==> src/rtl/alu_arbiter_pkg.sv <==
// Shared definitions for the two-requester ALU arbiter: ALU control codes,
// default widths and the control-code legality check.
package alu_arbiter_pkg;

    localparam int DEF_WIDTH = 64;
    localparam int DEF_CTL_W = 4;

    localparam logic [DEF_CTL_W-1:0] ALU_AND = 4'b0000;
    localparam logic [DEF_CTL_W-1:0] ALU_OR  = 4'b0001;
    localparam logic [DEF_CTL_W-1:0] ALU_ADD = 4'b0010;
    localparam logic [DEF_CTL_W-1:0] ALU_SUB = 4'b0110;

    function automatic logic ctl_legal(input logic [DEF_CTL_W-1:0] ctl);
        return (ctl == ALU_ADD) || (ctl == ALU_SUB) ||
               (ctl == ALU_AND) || (ctl == ALU_OR);
    endfunction

endpackage

==> src/rtl/alu_arbiter_alu.sv <==
// Combinational ALU shared by both requesters; sits between the issue and
// response registers of alu_arbiter.
module alu_arbiter_alu
    import alu_arbiter_pkg::*;
#(
    parameter int WIDTH = DEF_WIDTH,
    parameter int CTL_W = DEF_CTL_W
) (
    input  logic [CTL_W-1:0] ctl,
    input  logic [WIDTH-1:0] a,
    input  logic [WIDTH-1:0] b,
    output logic [WIDTH-1:0] result
);

    always_comb begin
        result = '0;
        case (ctl)
            ALU_ADD: result = a + b;
            ALU_SUB: result = a - b;
            ALU_AND: result = a & b;
            ALU_OR:  result = a | b;
            default: result = '0;
        endcase
    end

endmodule

==> src/rtl/alu_arbiter.sv <==
// Round-robin arbiter sharing one ALU between two requesters through a
// two-stage (issue, response) registered pipeline with valid/ready handshakes.
module alu_arbiter
    import alu_arbiter_pkg::*;
#(
    parameter int WIDTH = DEF_WIDTH,
    parameter int CTL_W = DEF_CTL_W
) (
    input  logic             clk,
    input  logic             reset,
    input  logic             req0_valid,
    output logic             req0_ready,
    input  logic [CTL_W-1:0] req0_ctl,
    input  logic [WIDTH-1:0] req0_op1,
    input  logic [WIDTH-1:0] req0_op2,
    input  logic             req1_valid,
    output logic             req1_ready,
    input  logic [CTL_W-1:0] req1_ctl,
    input  logic [WIDTH-1:0] req1_op1,
    input  logic [WIDTH-1:0] req1_op2,
    output logic             rsp_valid,
    input  logic             rsp_ready,
    output logic             rsp_id,
    output logic [WIDTH-1:0] rsp_result,
    output logic             rsp_zero,
    output logic             rsp_err
);

    logic             last_grant;
    logic             s1_valid;
    logic             s1_id;
    logic [CTL_W-1:0] s1_ctl;
    logic [WIDTH-1:0] s1_op1;
    logic [WIDTH-1:0] s1_op2;

    logic             adv1;
    logic             adv2;
    logic             hs0;
    logic             hs1;
    logic             s1_legal;
    logic [WIDTH-1:0] alu_result;
    logic [WIDTH-1:0] res_next;

    assign adv2 = !rsp_valid || rsp_ready;
    assign adv1 = !s1_valid || adv2;

    // last_grant resets to 1 so requester 0 wins the first contest.
    assign hs0 = !reset && adv1 && req0_valid && (!req1_valid || last_grant);
    assign hs1 = !reset && adv1 && req1_valid && (!req0_valid || !last_grant);

    assign req0_ready = hs0;
    assign req1_ready = hs1;

    always_ff @(posedge clk or posedge reset) begin
        if (reset) begin
            last_grant <= 1'b1;
            s1_valid   <= 1'b0;
            s1_id      <= 1'b0;
            s1_ctl     <= '0;
            s1_op1     <= '0;
            s1_op2     <= '0;
        end else begin
            if (hs0) begin
                last_grant <= 1'b0;
                s1_valid   <= 1'b1;
                s1_id      <= 1'b0;
                s1_ctl     <= req0_ctl;
                s1_op1     <= req0_op1;
                s1_op2     <= req0_op2;
            end else if (hs1) begin
                last_grant <= 1'b1;
                s1_valid   <= 1'b1;
                s1_id      <= 1'b1;
                s1_ctl     <= req1_ctl;
                s1_op1     <= req1_op1;
                s1_op2     <= req1_op2;
            end else if (adv1) begin
                s1_valid   <= 1'b0;
            end
        end
    end

    alu_arbiter_alu #(
        .WIDTH (WIDTH),
        .CTL_W (CTL_W)
    ) u_alu (
        .ctl    (s1_ctl),
        .a      (s1_op1),
        .b      (s1_op2),
        .result (alu_result)
    );

    // Illegal codes are forced to zero here rather than trusting the ALU default.
    assign s1_legal = ctl_legal(s1_ctl);
    assign res_next = s1_legal ? alu_result : '0;

    always_ff @(posedge clk or posedge reset) begin
        if (reset) begin
            rsp_valid  <= 1'b0;
            rsp_id     <= 1'b0;
            rsp_result <= '0;
            rsp_zero   <= 1'b0;
            rsp_err    <= 1'b0;
        end else if (adv2) begin
            if (s1_valid) begin
                rsp_valid  <= 1'b1;
                rsp_id     <= s1_id;
                rsp_result <= res_next;
                rsp_zero   <= (res_next == '0);
                rsp_err    <= !s1_legal;
            end else begin
                rsp_valid  <= 1'b0;
            end
        end
    end

endmodule

==> config.mk <==
export PLATFORM = sky130hd
export DESIGN_NAME = alu_arbiter
export DESIGN_NICKNAME = d
export VERILOG_FILES = /design/src/rtl/alu_arbiter_pkg.sv /design/src/rtl/alu_arbiter_alu.sv /design/src/rtl/alu_arbiter.sv
export SDC_FILE = /design/constraint.sdc
export NUM_CORES = 1
export LEC_CHECK = 0
export ABC_CLOCK_PERIOD_IN_PS = 8950
export BUFFER_PORTS_ARGS = -buffer_cell sky130_fd_sc_hd__clkbuf_2
export CAP_MARGIN = 20
export CORE_MARGIN = 4
export CORE_UTILIZATION = 50
export DETAILED_ROUTE_END_ITERATION = 16
export HOLD_SLACK_MARGIN = 0.03
export PLACE_DENSITY = 0.81
export SYNTH_ARGS = -nofsm -noshare
export SYNTH_HDL_FRONTEND = slang
export SYNTH_SLANG_ARGS = --single-unit
==> constraint.sdc <==
create_clock -name clk -period 8.95 [get_ports clk]
set_input_delay 0.4475 -clock clk [delete_from_list [all_inputs] [get_ports clk]]
set_output_delay 0.4475 -clock clk [all_outputs]
set_load 0.03 [all_outputs]
==> impl_metrics.py, run 1 <==
metrics = {
    "clocking": {
        "cts_buffer_depth": 3,
        "cts_resized": 0,
        "clock-sinks": 203,
        "cts_setup_buffers": 0,
        "cts_tree": "built",
        "htreeDepth": 1,
        "cts_root_buffer": "clkbuf_16",
        "path_clk_slew_ns": 0.07,
        "cts_made_buffers": 22,
        "insertion_delay_ns": 0.53,
        "cts_hold_buf": 1,
    },
    "worst_setup_path": {
        "cpMaxStageDelayCell": "nor3b_1",
        "critPathKind": "flop to flop",
        "cp_data_arrival_time_ns": 7.76,
        "cp_cell_sequence": "nor3_1, nand3_1, or2_2, nor3b_1, nand2_1, nor2_1, nand2_1, o41ai_1, o21ai_0, xnor2_1, ha_1, and3_1, and2_1, and2_1, nand3_1, o211ai_1, xnor2_1, or4b_1, o41ai_1, nand4_1, or4_1, o41ai_2",
        "worstPathRequired_ns": 9.36,
        "slowest_delay_ns": 0.77,
        "crit_path_start_kind": "flop",
        "cp_num_buf_inv": 0,
        "endpoint_kind": "flop",
        "cp_max_fo": 8,
        "critical_path.top_delay_family": "simple AND/OR/NAND/NOR gates",
    },
    "worst_hold_path": {
        "hold_class": "primary input to flop",
    },
    "place": {
        "routabilityCongestion": 0.996,
        "numPortBuffers": 338,
        "pre_cts_slack_ns": 1.91,
        "dpl.hpwl_um": 48600,
    },
    "route": {
        "dr_total_vias": 16300,
        "wl_um": 60700,
        "detail_route.wl_per_cell_um": 23.1,
        "drt_iter0_markers": 2077,
        "dr.pass1.iters": 6,
        "routed_via_density": 6.21,
        "drc_errors": 0,
        "antenna_left": 0,
    },
    "power": {
        "pwr_density_cell_nw_per_um2": 269,
        "swShare_pct": 47.9,
        "combPwrFrac_pct": 52.5,
        "seqPwrFrac_pct": 28.0,
        "cellLeakagePower_nw": 9.09,
        "p_sw_mw": 2.40,
        "p_int_mw": 2.60,
        "ir_drop_uv": 169,
        "power_mw": 5.00,
        "power_frac_clock_pct": 19.5,
    },
    "finish": {
        "antennaDiodeCount": 0,
        "layout_common_cells": "clkbuf_2, nand2_1, o21ai_0",
        "final_common_cell": "clkbuf_2",
        "layout.nets": 2547,
        "areaGrowthSynthToFinish_pct": 16.2,
        "layout-drive-gt1-share_pct": 18.7,
    },
    "sta": {
        "hold_viol": 0,
        "fmaxAchievable_mhz": 136,
        "setup_viol": 0,
        "slew_viol_final": 0,
        "tightest_slew_ns": 1.13,
        "max_slew_margin_pct": 25.0,
        "finalCritPeriodShare_pct": 82.1,
        "fin_ws_ns": 1.60,
        "rsz0062_at_grt": "false",
        "hold_slack_ns": 0.199,
        "skew_ns": 0.0174,
        "period_minus_slack_ns": 7.35,
        "tns_ns": 0,
    },
    "global_routing": {
        "grt_use_total_pct": 33.2,
        "gr-total-overflow": 0,
        "grt_pass1_wl_um": 92100,
        "antenna_found_initial": 0,
        "grt_max_degree": 265,
        "grt_pass1_vias": 15300,
    },
    "yosys": {
        "synthFlopType": "dfrtp_1",
        "synth_top_family_by_area": "compound AO/OA/AOI/OAI gates",
        "yosys_warnings": 0,
        "synth_compound_area_share_pct": 22.5,
        "yosys.area_share.simple_pct": 18.5,
        "synth_cell_types": 75,
        "ys_ff_latch": 203,
        "syn-num-nets": 2314,
        "syn_inst": 1978,
        "synthAdderAreaFrac_pct": 8.54,
        "synth.avg_cell_area_um2": 8.09,
        "yosysSeqAreaShare_pct": 31.8,
        "synth_area_um2": 16000,
        "synth_xor_xnor_area_share_pct": 5.64,
        "synth-edff-count": 0,
        "synthArstFlopShare_pct": 100,
        "synth.area.mux_share_pct": 9.03,
    },
    "floorplanning": {
        "die-area_um2": 34900,
        "die_x_um": 187,
        "ios": 339,
        "core_area_um2": 31600,
        "num_rows": 65,
        "die_h_um": 187,
        "initial_core_util_pct": 50.7,
    },
    "job": {
        "maxCapViolCount": 0,
    },
    "outcome": {
        "outcome": "finished clean",
    },
}
==> stage by stage <==
| step | instance area (um^2) | std cells | utilization (%) |
|---|---|---|---|
| 6_report | 18600 | 2628 | 58.9 |
| 5_1_grt | 18600 | 2628 | 58.9 |
| 4_1_cts | 18600 | 2628 | 58.9 |
| 3_5_place_dp | 17800 | 2588 | 56.5 |
| 3_3_place_gp | 17800 | 2588 | 56.5 |
| 2_1_floorplan | 16000 | 1978 | - |
==> flip-flops by register name, summed over array words and instances (netlist names) <==
register	cells
rsp_valid	1
s1_op2	64
rsp_id	1
s1_id	1
rsp_result	64
s1_ctl	4
rsp_zero	1
rsp_err	1
last_grant	1
s1_op1	64
s1_valid	1
==> worst paths after layout <==
kind	startpoint	to	slack [ns]	cells past startpoint
min reg2reg	rsp_result[9]	rsp_result[9]	0.47	2
max reg2reg	s1_op2[2]	rsp_zero	1.60	22
max	s1_op2[2]	rsp_zero	1.60	22
min in group asynchronous	reset	rsp_result[53]	0.52	3
max in group asynchronous	reset	s1_op2[6]	7.10	4
min	req0_op2[18]	s1_op2[18]	0.20	3
==> synthesized netlist by cell type (all sizes together) (5+ instances only) <==
library cell  number  share of area (%)
o21ai            255                8.0
dfrtp            202                 32
a31o               6               0.33
or2                8               0.31
nand4             39                1.5
ha                66                5.2
a21o              23                1.1
and2              15               0.59
o211ai            17               0.80
buf               28               0.69
a21boi             6               0.28
nor2             106                2.5
o21bai             8               0.38
xnor2             58                3.2
nor4              22               0.86
o41ai              8               0.48
a21oi            123                3.8
nand2            331                7.8
and3              10               0.39
maj3              52                3.3
nand2b            11               0.43
a221oi            15               0.82
nor3              34                1.1
clkbuf           115                2.7
xor2              45                2.5
a2111oi            5               0.43
a22oi             11               0.52
mux2i            141                8.8
or3               14               0.55
nand3b             6               0.28
a31oi             24               0.98
nand3             22               0.69
a211oi            12               0.56
o31ai             16               0.75
or4               10               0.47
o21a              25                1.2
inv               25               0.59
nor2b              8               0.31
==> metal layers <==
metal	part of all wire [%]	vias to the layer above	track usage, %
met5	0	-	0
met4	2.0	0	5.94
met3	12	86	9.43
met2	39	901	46.1
met1	47	7696	51.7
li1	-	7630	-
==> layout make-up <==
cell class / instances / area (um^2)
Clock buffer: 28 / 594
Clock inverter: 11 / 165
Fill cell: 2912 / 13000
Inverter: 25 / 101
Multi-Input combinational cell: 1607 / 10300
Sequential cell: 203 / 5080
Tap cell: 402 / 503
Timing Repair Buffer: 352 / 1820
==> power by group through the flow <==
| stage | clock network, mW | logic [mW] | registers, mW |
|---|---|---|---|
| 2_1_floorplan | 0 | 1.55 | 1.52 |
| 3_3_place_gp | 0 | 2.54 | 1.39 |
| 3_5_place_dp | 0 | 2.53 | 1.40 |
| 4_1_cts | 0.988 | 2.55 | 1.39 |
| 5_1_grt | 1.03 | 2.82 | 1.43 |
| 6_report | 0.974 | 2.62 | 1.40 |
==> worst min-delay path, stage by stage <==
cell and delay, ns:
clkbuf_2 0.07, mux2i_1 0.05, o21ai_0 0.13
==> cells by family (layout without fill, tap and decap cells) <==
| kind of cell | Yosys count | in the layout |
|---|---|---|
| AO/OA/AOI/OAI | 590 | 590 |
| XOR/XNOR | 103 | 103 |
| adder cells (fa/ha/maj) | 119 | 119 |
| buffers and inverters | 168 | 416 |
| flip-flops | 203 | 203 |
| multiplexers | 144 | 144 |
| AND/OR/NAND/NOR | 651 | 651 |
No activity file was read; power rests on OpenSTA's default activity.
==> run 2, diff against run 1 <==
--- a/config.mk
+++ b/config.mk
@@ -5,14 +5,15 @@
 export SDC_FILE = /design/constraint.sdc
 export NUM_CORES = 1
 export LEC_CHECK = 0
-export ABC_CLOCK_PERIOD_IN_PS = 8950
+export ABC_AREA = 1
+export ABC_CLOCK_PERIOD_IN_PS = 6000
 export BUFFER_PORTS_ARGS = -buffer_cell sky130_fd_sc_hd__clkbuf_2
 export CAP_MARGIN = 20
 export CORE_MARGIN = 4
 export CORE_UTILIZATION = 50
 export DETAILED_ROUTE_END_ITERATION = 16
 export HOLD_SLACK_MARGIN = 0.03
-export PLACE_DENSITY = 0.81
+export PLACE_DENSITY = 0.83
 export SYNTH_ARGS = -nofsm -noshare
 export SYNTH_HDL_FRONTEND = slang
 export SYNTH_SLANG_ARGS = --single-unit
==> constraint.sdc (replaced) <==
create_clock -name clk -period 6 [get_ports clk]
set_input_delay 0.3 -clock clk [delete_from_list [all_inputs] [get_ports clk]]
set_output_delay 0.3 -clock clk [all_outputs]
set_load 0.03 [all_outputs]
==> run 2 against run 1 <==
  * Clock skew is 0.0018 ns lower
  * Synthesized area is 8.7% higher
  * Clock-buffer cell count is 3 lower
  * Combinational power grew to 2.5 times the previous value
  * Flip-flop and latch count stayed put
  * Register-to-register slack worse by 0.99 ns
==> impl_metrics.py, run 2 <==
metrics = {
    "yosys": {
        "synth.most_common_cell": "nand2_1",
        "synthFlopType": "dfrtp_1",
        "syn-num-nets": 3161,
        "synth_top_family_by_area": "simple AND/OR/NAND/NOR gates",
        "synthTopCellsByCount": "nand2_1, inv_1, nor2_1",
        "syn_inst": 2825,
        "yosys.area_share.simple_pct": 31.9,
        "synth_area_leader_cell": "dfrtp_1",
        "synth.avg_cell_area_um2": 6.16,
        "synth_area_leaders": "dfrtp_1, nand2_1, inv_1",
        "synth_cell_types": 47,
        "synth-edff-count": 0,
        "synth_area_um2": 17400,
        "ys_ff_latch": 203,
        "synthArstFlopShare_pct": 100,
        "synth.area.mux_share_pct": 0,
        "synth_compound_area_share_pct": 18.9,
        "synth_top_area_share_pct": 29.1,
        "yosys_warnings": 0,
        "synthAdderAreaFrac_pct": 4.86,
        "synth_xor_xnor_area_share_pct": 3.07,
        "yosysSeqAreaShare_pct": 29.2,
    },
    "finish": {
        "areaGrowthSynthToFinish_pct": 19.0,
        "layout_common_cells": "nand2_1, inv_1, nor2_1",
        "layout-drive-gt1-share_pct": 13.6,
        "final_common_cell": "nand2_1",
        "postLayoutCoreUtil_pct": 60.1,
        "largestRegisters": "rsp_result x64, s1_op1 x64, s1_op2 x64",
        "fill_cells": 3363,
        "stdcell_count": 3621,
        "layout.nets": 3487,
        "finalInstanceArea_um2": 20700,
        "antennaDiodeCount": 0,
    },
    "global_routing": {
        "grt_pass1_wl_um": 113000,
        "grt_max_degree": 105,
        "grt_pass1_vias": 19300,
        "gr-total-overflow": 0,
        "antenna_found_initial": 1,
        "grt_use_total_pct": 38.3,
    },
    "floorplanning": {
        "initial_core_util_pct": 50.5,
        "die_x_um": 195,
        "core_area_um2": 34500,
        "die-area_um2": 37800,
        "num_rows": 68,
        "ios": 339,
        "die_h_um": 195,
    },
    "clocking": {
        "htreeDepth": 1,
        "cts_resized": 0,
        "cts_root_buffer": "clkbuf_16",
        "cts_made_buffers": 23,
        "cts_buffer_depth": 3,
        "cts_tree": "built",
        "clock-sinks": 203,
        "insertion_delay_ns": 0.54,
        "path_clk_slew_ns": 0.06,
    },
    "sta": {
        "rsz0062_at_grt": "false",
        "fin_ws_ns": 0.607,
        "fmaxAchievable_mhz": 185,
        "skew_ns": 0.0156,
        "max_slew_margin_pct": 32.1,
        "tightest_slew_ns": 1.02,
        "tns_ns": 0,
        "finalCritPeriodShare_pct": 89.9,
        "setup_viol": 0,
        "hold_viol": 0,
        "slew_viol_final": 0,
        "period_minus_slack_ns": 5.39,
    },
    "power": {
        "pwr_density_cell_nw_per_um2": 507,
        "cellLeakagePower_nw": 11.3,
        "ir_drop_uv": 363,
    },
    "route": {
        "dr_total_vias": 20900,
        "dr.pass1.iters": 6,
        "antenna_left": 0,
        "routed_via_density": 5.78,
        "drc_errors": 0,
        "drt_iter0_markers": 2676,
        "detail_route.wl_per_cell_um": 21.1,
        "wl_um": 76300,
    },
    "place": {
        "post-place-cells": 3543,
        "dpl-instance-area_um2": 19500,
        "pre_cts_slack_ns": 0.751,
        "routabilityCongestion": 1.08,
        "dpl.hpwl_um": 62400,
        "numPortBuffers": 338,
    },
    "worst_setup_path": {
        "critPathMostFrequentCell": "nand2_1",
        "endpoint_kind": "flop",
        "slowest_delay_ns": 0.49,
        "rr_worst_depth": 31,
        "crit_path_start_kind": "flop",
        "worstPathRequired_ns": 6.48,
        "cpMaxStageDelayCell": "ha_1",
        "cp_max_fo": 5,
        "critPathKind": "flop to flop",
        "cp_data_arrival_time_ns": 5.87,
    },
    "outcome": {
        "outcome": "finished clean",
    },
    "worst_hold_path": {
        "hold_class": "primary input to flop",
        "whs_path_depth": 3,
    },
    "job": {
        "maxCapViolCount": 0,
    },
}
run 2: where the power goes:
part | leakage (nW) | switching (mW) | internal (mW)
clock network | 0.404 | 0.620 | 0.965
logic | 8.41 | 4.64 | 1.93
registers | 2.45 | 0.486 | 1.85
run 2: metal layers:
metal  vias to the layer above  wire length [um]  track usage, %
met1                      9663             33200            57.1
met3                       138             10100            11.2
met4                         2              2180            9.64
li1                       9767                 -               -
met2                      1373             30700            54.4
met5                         -                20               0
run 2: timing repair:
action	4_1_cts	5_1_grt
hold buffers	37	0
hold endpoints to repair	48	0
setup buffers	0	0
run 2: layout make-up:
type	instances	area, um^2	area share, %
Clock buffer	25	583	2.82
Inverter	459	1730	8.36
Multi-Input combinational cell	2067	10200	49.5
Clock inverter	15	243	1.17
Sequential cell	203	5080	24.5
Tap cell	455	569	2.75
Timing Repair Buffer	397	2250	10.9
run 2: kinds of logic after synthesis:
family,after synthesis
AOI/OAI and AO/OA,589
xor gates and xnor gates,61
adders and majority gates,67
buffers and inverters,555
DFF,203
and+or+nand+nor,1350
run 2: metrics by stage:
stage	hold WS, ns	total power, mW
global route	0.0417	11.2
global placement	0.390	8.54
floorplan	0.444	6.43
CTS	0.0301	10.2
detailed placement	0.393	8.60
finish	0.0390	10.5
run 2: path summary, 6_finish.rpt:
path | startpoint | slack [ns] | endpoint
worst max-delay path | s1_op2[0] | 0.61 | rsp_zero
worst min-delay path | req0_op1[12] | 0.04 | s1_op1[12]
worst max register to register | s1_op2[0] | 0.61 | rsp_zero
worst min register to register | last_grant | 0.47 | last_grant
max in group asynchronous | reset | 3.69 | s1_op2[53]
min in group asynchronous | reset | 0.40 | rsp_result[3]
run 2: critical path, delay by kind of cell (launching register included):
kind                       cells  cell delay (ns)
DFF                            1             0.39
and+or+nand+nor               27             3.92
xor gates and xnor gates       1             0.17
buffers and inverters          1             0.14
adders and majority gates      2             0.67
==> run 3, diff against run 2 <==
--- a/config.mk
+++ b/config.mk
@@ -9,11 +9,15 @@
 export ABC_CLOCK_PERIOD_IN_PS = 6000
 export BUFFER_PORTS_ARGS = -buffer_cell sky130_fd_sc_hd__clkbuf_2
 export CAP_MARGIN = 20
+export CELL_PAD_IN_SITES_DETAIL_PLACEMENT = 1
+export CELL_PAD_IN_SITES_GLOBAL_PLACEMENT = 2
+export CORE_ASPECT_RATIO = 1.5
 export CORE_MARGIN = 4
-export CORE_UTILIZATION = 50
+export CORE_UTILIZATION = 27
 export DETAILED_ROUTE_END_ITERATION = 16
 export HOLD_SLACK_MARGIN = 0.03
-export PLACE_DENSITY = 0.83
+export PLACE_DENSITY = 0.85
+export SETUP_SLACK_MARGIN = 0.5
 export SYNTH_ARGS = -nofsm -noshare
 export SYNTH_HDL_FRONTEND = slang
 export SYNTH_SLANG_ARGS = --single-unit
==> run 3 against run 2 <==
  * Combinational power grew 8.1%
  * Critical path type unchanged
  * Flip-flop and latch count unchanged
  * Critical endpoint unchanged
  * Core utilization fell by 24 points
==> impl_metrics.py, run 3 (synthesis results as in run 2) <==
metrics = {
    "global_routing": {
        "antenna_found_initial": 1,
        "gr-total-overflow": 0,
        "grt_max_degree": 75,
        "grt_pass1_wl_um": 145000,
        "grt_pass1_vias": 23000,
        "grt_use_total_pct": 27.9,
        "top_usage_layer": "met2",
        "grtUsageMet3_pct": 2.71,
        "grt_use_met1_pct": 29.0,
        "use_met2_pct": 51.6,
    },
    "route": {
        "drc_errors": 0,
        "routed_via_density": 5.23,
        "detail_route.wl_per_cell_um": 24.0,
        "wl_um": 99100,
        "dr.pass1.iters": 5,
        "drt_iter0_markers": 1179,
        "dr_total_vias": 21500,
        "antenna_left": 0,
    },
    "sta": {
        "setup_viol": 0,
        "max_slew_margin_pct": 33.8,
        "slew_viol_final": 0,
        "tns_ns": 0,
        "hold_viol": 0,
        "skew_ns": 0.0269,
        "rsz0062_at_grt": "false",
        "period_minus_slack_ns": 5.20,
        "fmaxAchievable_mhz": 192,
        "finalCritPeriodShare_pct": 86.6,
        "tightest_slew_ns": 0.984,
    },
    "clocking": {
        "cts_made_buffers": 26,
        "cts_buffer_depth": 3,
        "path_clk_slew_ns": 0.07,
        "clock-sinks": 203,
        "insertion_delay_ns": 0.59,
        "cts_root_buffer": "clkbuf_16",
        "cts_tree": "built",
        "htreeDepth": 1,
        "cts_setup_buffers": 0,
    },
    "worst_setup_path": {
        "endpoint_kind": "flop",
        "cp_max_fo": 5,
        "rrSetupSlack_ns": 0.80,
        "cpMaxStageDelayCell": "o21ai_0",
        "critPathMostFrequentCell": "nand2_1",
        "crit_path_start_kind": "flop",
        "cp_data_arrival_time_ns": 5.68,
        "critPathKind": "flop to flop",
        "slowest_delay_ns": 0.67,
        "worstPathRequired_ns": 6.48,
    },
    "power": {
        "pwr_density_cell_nw_per_um2": 497,
        "cellLeakagePower_nw": 11.9,
        "ir_drop_uv": 287,
    },
    "floorplanning": {
        "die_x_um": 215,
        "core_area_um2": 63600,
        "die-area_um2": 68600,
        "die_h_um": 319,
        "initial_core_util_pct": 27.3,
        "ios": 339,
        "num_rows": 113,
    },
    "place": {
        "dpl-instance-area_um2": 19900,
        "post-place-cells": 3895,
        "routabilityCongestion": 1.01,
        "numPortBuffers": 338,
        "dpl.hpwl_um": 80600,
    },
    "worst_hold_path": {
        "hold_class": "primary input to async pin",
    },
    "finish": {
        "layout.nets": 3630,
        "fill_cells": 8340,
        "finalInstanceArea_um2": 22700,
        "layout-drive-gt1-share_pct": 13.7,
        "stdcell_count": 4120,
        "areaGrowthSynthToFinish_pct": 30.4,
        "layout_common_cells": "nand2_1, inv_1, nor2_1",
        "final_common_cell": "nand2_1",
        "largestRegisters": "rsp_result x64, s1_op1 x64, s1_op2 x64",
    },
    "outcome": {
        "outcome": "finished clean",
    },
    "job": {
        "maxCapViolCount": 0,
    },
}
[run 3: final timing paths]
check                        startpoint        endpoint  cells past startpoint
max                           s1_op2[0]        rsp_zero                     29
min                               reset       s1_op2[3]                      3
max reg2reg                   s1_op2[0]        rsp_zero                     29
min reg2reg                  last_grant      last_grant                      2
max in group asynchronous         reset  rsp_result[61]                      5
min in group clk           req1_op1[43]      s1_op1[43]                      3
[run 3: cell type report]
| cell class | count | area [um^2] | share of cell area, % |
|---|---|---|---|
| Inverter | 459 | 1740 | 7.65 |
| Timing Repair Buffer | 537 | 3640 | 16.1 |
| Tap cell | 805 | 1010 | 4.44 |
| Sequential cell | 203 | 5080 | 22.4 |
| Clock inverter | 10 | 146 | 0.645 |
| Clock buffer | 38 | 786 | 3.46 |
| Antenna cell | 1 | 2.50 | 0.0110 |
| Multi-Input combinational cell | 2067 | 10300 | 45.3 |
[run 3: stage by stage]
step / hold WS (ns) / power, mW / setup slack [ns] / util (%)
floorplan: 0.444 / 6.43 / 1.25 / -
global placement: 0.459 / 9.13 / 0.381 / 31.3
detailed placement: 0.462 / 9.18 / 0.424 / 31.3
CTS: 0.0312 / 11.2 / 0.517 / 35.6
global route: 0.0477 / 12.0 / 0.482 / 35.7
finish: 0.0483 / 11.3 / 0.803 / 35.7
[run 3: critical path, delay by kind of cell (launching register included)]
kind,cells,cell delay (ns)
AND/OR/NAND/NOR,20,2.61
AO/OA/AOI/OAI,3,0.93
adder cells (fa/ha/maj),2,0.64
flip-flops,1,0.41
buffers and inverters,3,0.32
XOR/XNOR,1,0.17
[run 3: power by group]
group	leakage [nW]	switching, mW	internal, mW
logic	9.02	4.98	2.11
clock network	0.458	0.704	1.04
registers	2.45	0.591	1.85
[run 3: repair_timing]
action | 4_1_cts | 5_1_grt
endpoints found under the hold margin | 102 | 0
resized for setup | 1 | 15
hold buffers | 176 | 0
endpoints found under the setup margin | 1 | 1
pin swaps | 0 | 1
[run 3: routing by layer]
metal / vias to the layer above / routed length (um)
li1: 10100 / -
met5: - / 0
met3: 287 / 4050
met2: 729 / 50300
met1: 10400 / 35400
met4: 0 / 9340
